==> config.mk <==
export PLATFORM = sky130hd
export DESIGN_NAME = trap_ctrl
export DESIGN_NICKNAME = d
export VERILOG_FILES = /design/src/rtl/trap_ctrl.sv
export SDC_FILE = /design/constraint.sdc
export NUM_CORES = 1
export LEC_CHECK = 0
export CAP_MARGIN = 20
export CORE_MARGIN = 5
export CORE_UTILIZATION = 42
export CTS_CLUSTER_SIZE = 24
export DETAILED_ROUTE_END_ITERATION = 10
export PLACE_DENSITY = 0.81
export RECOVER_POWER = 50
export SYNTH_ARGS = -nofsm -noshare
export SYNTH_HDL_FRONTEND = slang
export SYNTH_SLANG_ARGS = --single-unit
==> constraint.sdc <==
create_clock -name clk -period 2.05 [get_ports clk]
set_input_delay 0.5125 -clock clk [delete_from_list [all_inputs] [get_ports clk]]
set_output_delay 0.5125 -clock clk [all_outputs]
set_load 0.005 [all_outputs]
==> src/rtl/trap_ctrl.sv <==
// trap_ctrl: trap sequencer between the execute stage and the CSR file.
// Exceptions are reported to the CSR file, then fetch is redirected to the
// trap vector; mret reads mepc and redirects fetch there. Busy stalls the core.
module trap_ctrl #(
    parameter logic [31:0] RESET_PC  = 32'h8000_0000,
    parameter logic [11:0] MEPC_ADDR = 12'h341
) (
    input  logic        clk,
    input  logic        rst,
    input  logic        req_valid,
    output logic        req_ready,
    input  logic [31:0] req_pc,
    input  logic [31:0] req_instr,
    input  logic [31:0] req_addr,
    input  logic [6:0]  req_flags,
    output logic        exception,
    output logic [3:0]  exception_code,
    output logic [31:0] exception_pc,
    output logic [31:0] exception_val,
    input  logic [31:0] trap_vector,
    output logic        csr_read_en,
    output logic [11:0] csr_read_addr,
    input  logic [31:0] csr_read_data,
    output logic        redirect_valid,
    output logic [31:0] redirect_pc,
    output logic        busy,
    output logic [31:0] trap_count
);

    typedef enum logic [1:0] {
        IDLE     = 2'd0,
        ENTER    = 2'd1,
        MRET_RD  = 2'd2,
        REDIRECT = 2'd3
    } state_t;

    state_t      state;
    state_t      state_nx;

    // Request resolution (combinational, from the live request)
    logic        exc_any;
    logic        is_mret;
    logic [3:0]  exc_code;
    logic [31:0] exc_val;
    logic        accept;

    // Latched exception record and redirect target
    logic [3:0]  code_q;
    logic [31:0] pc_q;
    logic [31:0] instr_q;
    logic [31:0] addr_q;
    logic [31:0] val_q;
    logic [31:0] target_q;
    logic [31:0] trap_count_q;

    assign accept  = (state == IDLE) && req_valid;
    assign exc_any = |req_flags[5:0];
    assign is_mret = req_flags[6];

    // Priority-resolve the exception cause and its tval
    always_comb begin
        exc_code = '0;
        exc_val  = '0;
        if (req_flags[0]) begin
            exc_code = 4'd0;
            exc_val  = req_addr;
        end else if (req_flags[1]) begin
            exc_code = 4'd2;
            exc_val  = req_instr;
        end else if (req_flags[2]) begin
            exc_code = 4'd3;
            exc_val  = req_pc;
        end else if (req_flags[3]) begin
            exc_code = 4'd11;
            exc_val  = '0;
        end else if (req_flags[4]) begin
            exc_code = 4'd4;
            exc_val  = req_addr;
        end else if (req_flags[5]) begin
            exc_code = 4'd6;
            exc_val  = req_addr;
        end
    end

    // State register
    always_ff @(posedge clk) begin
        if (rst) begin
            state <= IDLE;
        end else begin
            state <= state_nx;
        end
    end

    // Next-state logic; an exception flag overrides a simultaneous mret
    always_comb begin
        state_nx = state;
        case (state)
            IDLE: begin
                if (req_valid) begin
                    if (exc_any) begin
                        state_nx = ENTER;
                    end else if (is_mret) begin
                        state_nx = MRET_RD;
                    end
                end
            end
            ENTER:    state_nx = REDIRECT;
            MRET_RD:  state_nx = REDIRECT;
            REDIRECT: state_nx = IDLE;
            default:  state_nx = IDLE;
        endcase
    end

    // Latch the request on accept, capture the redirect target, count traps
    always_ff @(posedge clk) begin
        if (rst) begin
            code_q       <= '0;
            pc_q         <= '0;
            instr_q      <= '0;
            addr_q       <= '0;
            val_q        <= '0;
            target_q     <= RESET_PC;
            trap_count_q <= '0;
        end else begin
            if (accept) begin
                pc_q    <= req_pc;
                instr_q <= req_instr;
                addr_q  <= req_addr;
                code_q  <= exc_code;
                val_q   <= exc_val;
            end
            if (state == ENTER) begin
                target_q     <= {trap_vector[31:2], 2'b00};
                trap_count_q <= trap_count_q + 32'd1;
            end
            if (state == MRET_RD) begin
                target_q <= {csr_read_data[31:2], 2'b00};
            end
        end
    end

    // Output decode from the current state
    always_comb begin
        req_ready      = 1'b0;
        exception      = 1'b0;
        exception_code = '0;
        exception_pc   = '0;
        exception_val  = '0;
        csr_read_en    = 1'b0;
        csr_read_addr  = '0;
        redirect_valid = 1'b0;
        case (state)
            IDLE: begin
                req_ready = 1'b1;
            end
            ENTER: begin
                exception      = 1'b1;
                exception_code = code_q;
                exception_pc   = pc_q;
                exception_val  = val_q;
            end
            MRET_RD: begin
                csr_read_en   = 1'b1;
                csr_read_addr = MEPC_ADDR;
            end
            REDIRECT: begin
                redirect_valid = 1'b1;
            end
            default: begin
                req_ready = 1'b0;
            end
        endcase
    end

    assign busy        = ~req_ready;
    assign redirect_pc = target_q;
    assign trap_count  = trap_count_q;

    // instr_q/addr_q are kept for debug visibility of the accepted request
    logic unused_ok;
    assign unused_ok = ^{instr_q, addr_q};

endmodule

==> summary.md <==
| Metric | Value |
|---|---|
| Post-synth top area share | 38.10% |
| Most frequent CP cell | buf_12 |
| DRT iter0 DRCs | 564 |
| Largest cells by area after synthesis | dfxtp_1 38%, a21oi_1 8.7%, and2_1 6.4%, o31ai_1 5.0%, nand2_1 4.7% |
| Die W | 138.5 um |
| Highest clock rate | 0.4562 GHz |
| Ys flop type | dfxtp_1 |
| Grt met3 use | between 6 and 7% |
| Netlist Area Pre-Place | 0.006937 sq mm |
| Ordered cell list for the critical path | inv_2, ha_4, buf_12, buf_8, buf_12, buf_12, and2_4, buf_6 |
| Post-route antenna net violation count | 0 |
| Worst-skew pair later-pin latency | 0.42 ns |
| Largest net degree at the start of global routing | 67 |
| Final hold violation count | 0 |
| Max-Cap Viols | 0 |
| Fin crit share | 106.9% |
| Setup CP Type | flip-flop to output port |
| CTS tree | yes |
| Flops & latches, synth | roughly 130 |
| Per-cell routed wire length | 17.32 um |
| Pwr dens | around 950 mW/mm^2 |
| Worst path buffer plus inverter count | 6 |
| Asr flop ratio synth | 0% |
| Core area | 0.01641 sq mm |
| Critical path's slowest cell | dfxtp_2 |
| WL final | 24.87 mm |
| Total die area | 0.01919 sq mm |
| Synthesized-area fraction occupied by adder cells | 0.9019% |
| IO Count | between 300 and 400 |
| Synth cell types | 38 |
| CP arrival | approximately 1.7 ns |
| Slowest cell delay on critical path | about 0.33 ns |
| H-Tree Depth | 4 |
| Clock Tree Buf Depth | 2 |
| Mapped Cells | 904 |
| Die Ht | 138.5 um |
| Layout cells sized above 1 | 16.69% |
| Top-count cell post-synth | dfxtp_1 |
| Met1 usage | between 20% and 30% |
| Multiplexer share of the synthesized area | 4.473% |
| Dpl cell area | roughly 0.010 sq mm |
| Layout Nets | 1,378 |
| Initial DRT Pass Iterations | 7 |
| Yosys warning total | 0 |
| Fin Clk Skew | 0.008177 ns |
| VDD IR max | 659.5 uV |
| Gpl congestion | roughly 0.85 |
| Cell taking the most area after synthesis | dfxtp_1 |
| Startpoint types | flip-flop |
| Initial Util | 42.28% |
| Static Leak | 4.570 nW |
| Crit. End Element | output port |
| Reg2Reg Setup Slack | 0.04 ns |
| Least-Margin Pin Slew | a little under 0.7 ns |
| Compound-gate portion of the synthesized area | 21.72% |
| DPL Wire Length | 17.02 mm |
| Global-route wire length before repair | 38.26 mm |
| Layout area overhead | 59.65% |
| Vias per cell | 5.329 |
| Post-layout min period | ~2.2 ns |
| Antenna cells | 0 |
| Max-slew violations | 0 |
| Failing checks | negative setup slack |
| Overflow after GRT | 0 |
| Total GRT Usage | 24.19% |
| Post-Synth Simple-Gate Area | between 20% and 30% |
| Reg clk slew, reported paths | 0.06 ns |
| Gr busiest metal | met2 |
| Status | complete, but fails checks |
| Mean post-synth cell area | 7.673 sq um |
| Worst min path class | flip-flop to flip-flop |
| Synth cell count leaders | 132 x dfxtp_1, 121 x a21oi_1, 86 x nand2_1 |
| CTS root buffer | clkbuf_16 |
| Worst slew margin | 54.47% |
| Num rows | 47 |
| Clock sink count | 132 |
| Setup_tns | -3.101 ns |
| Vias in the first global route | 7,206 |
| Worst Setup Slack, final | -0.1421 ns |
| Critical Path RT | around 1.5 ns |
| CTS hold repair buffers | 0 |
| Number of synthesized flops with an enable pin | 0 |
| Sequential share of the synthesized area | 38.10% |
| RSZ-0062 raised after global routing | true |
| Inserted Clock Buffers | 17 |
| Worst Path Max Fanout | 7 |
| Largest family of logic cells by synthesized area | simple AND/OR/NAND/NOR gates |
| Delay-heaviest family, CP | buffers and inverters |
| Initial antenna violation count | 0 |
| Cell area after layout | between 0.01 and 0.015 sq mm |
| Vias | 7,652 |
| Port Buffer Count | 304 |
| Global Route met2 Usage | between 40% and 50% |
| DRC | 0 |
| XOR/XNOR Fraction of Synth Area | 1.389% |
| Setup Viol. Count Final | 39 |
## worst reg2reg max path, delay by kind of cell, from the launching register on
kind / cells / cell delay (ns)
adders and majority gates: 1 / 0.15
buffers and inverters: 4 / 0.52
AOI/OAI and AO/OA: 1 / 0.17
and+or+nand+nor: 3 / 0.78
DFF: 1 / 0.32
## cells in the final DEF (no fill, tap or decap), drive strengths merged, types with 2 or more instances in the layout
cell	n
clkdlybuf4s50	224
dfxtp	132
a21oi	121
buf	116
nand2	86
nor2	78
inv	73
and2	71
o31ai	46
nor3	33
a221oi	32
mux2i	31
a211oi	29
clkbuf	28
or4	15
dlygate4sd2	14
nand3	12
conb	10
xor2	8
nand4	7
or3	6
o21ai	6
and4	6
clkinv	6
ha	5
and3	4
xnor2	3
bufinv	3
or2	2
clkinvlp	2
## power breakdown
part           switching (mW)  leakage, nW  internal [mW]
registers               0.260         1.08           3.08
logic                    1.85         3.19           2.18
clock network            1.21        0.297           1.96
total                    3.32         4.57           7.22
## layer usage
layer | wire length, um | up-vias | share of wire (%)
met5 | 0 | - | 0
met4 | 598 | 0 | 2.4
met3 | 2129 | 41 | 8.6
met2 | 12210 | 365 | 49
met1 | 9930 | 3532 | 40
li1 | - | 3714 | -
## state kept, by name, indices dropped and copies added, names as in the netlist
name	flops
pc_q	32
val_q	32
code_q	4
redirect_pc	30
state	2
trap_count	32
## what timing repair did
| action | CTS | global route |
|---|---|---|
| pin swaps | 6 | 6 |
| endpoints found under the setup margin | 81 | 94 |
| resized for setup | 291 | 31 |
| cloned | 3 | 2 |
| buffers inserted | 12 | 6 |
## cell families (layout without fill, tap and decap cells)
| kind of cell | Yosys count | in the layout |
|---|---|---|
| AOI/OAI and AO/OA | 237 | 237 |
| xor gates and xnor gates | 11 | 11 |
| adders and majority gates | 5 | 5 |
| buffers and inverters | 164 | 467 |
| DFF | 132 | 132 |
| muxes | 31 | 31 |
| other | 1 | 10 |
| and+or+nand+nor | 323 | 323 |
## cell type report
type,instances,area (sq um)
well taps,220,275.3
multi-input cells,617,3776
repair buffers,365,3497
inverters,70,262.8
clock inverters,14,176.4
clock buffers,18,439.2
flip-flops and latches,132,2648
fillers,1343,5333
## final timing paths
kind	cells past startpoint	start	to
max	8	state[1]$_SDFFE_PP0P_	exception_val[3]
min	2	pc_q[22]$_SDFFE_PP0P_	pc_q[22]$_SDFFE_PP0P_
max reg2reg	9	state[1]$_SDFFE_PP0P_	trap_count[15]$_SDFFE_PP0N_
min reg2reg	2	pc_q[22]$_SDFFE_PP0P_	pc_q[22]$_SDFFE_PP0P_
## stage by stage
step / worst slack [ns] / instances / utilization [%] / hold slack, ns / total power [mW]
after CTS: -0.2045 / 1431 / 67.06 / 0.4500 / 10.52
after global routing: -0.2173 / 1436 / 67.50 / 0.4654 / 11.11
final: -0.1421 / 1436 / 67.50 / 0.4471 / 10.54
after global placement: -0.03662 / 1384 / 62.74 / 0.4369 / 6.957
after detailed placement: -0.1048 / 1384 / 62.74 / 0.4423 / 7.012
after floorplan: 0.1991 / 913 / - / 0.4273 / 5.095
(Power assumes the default switching activity.)
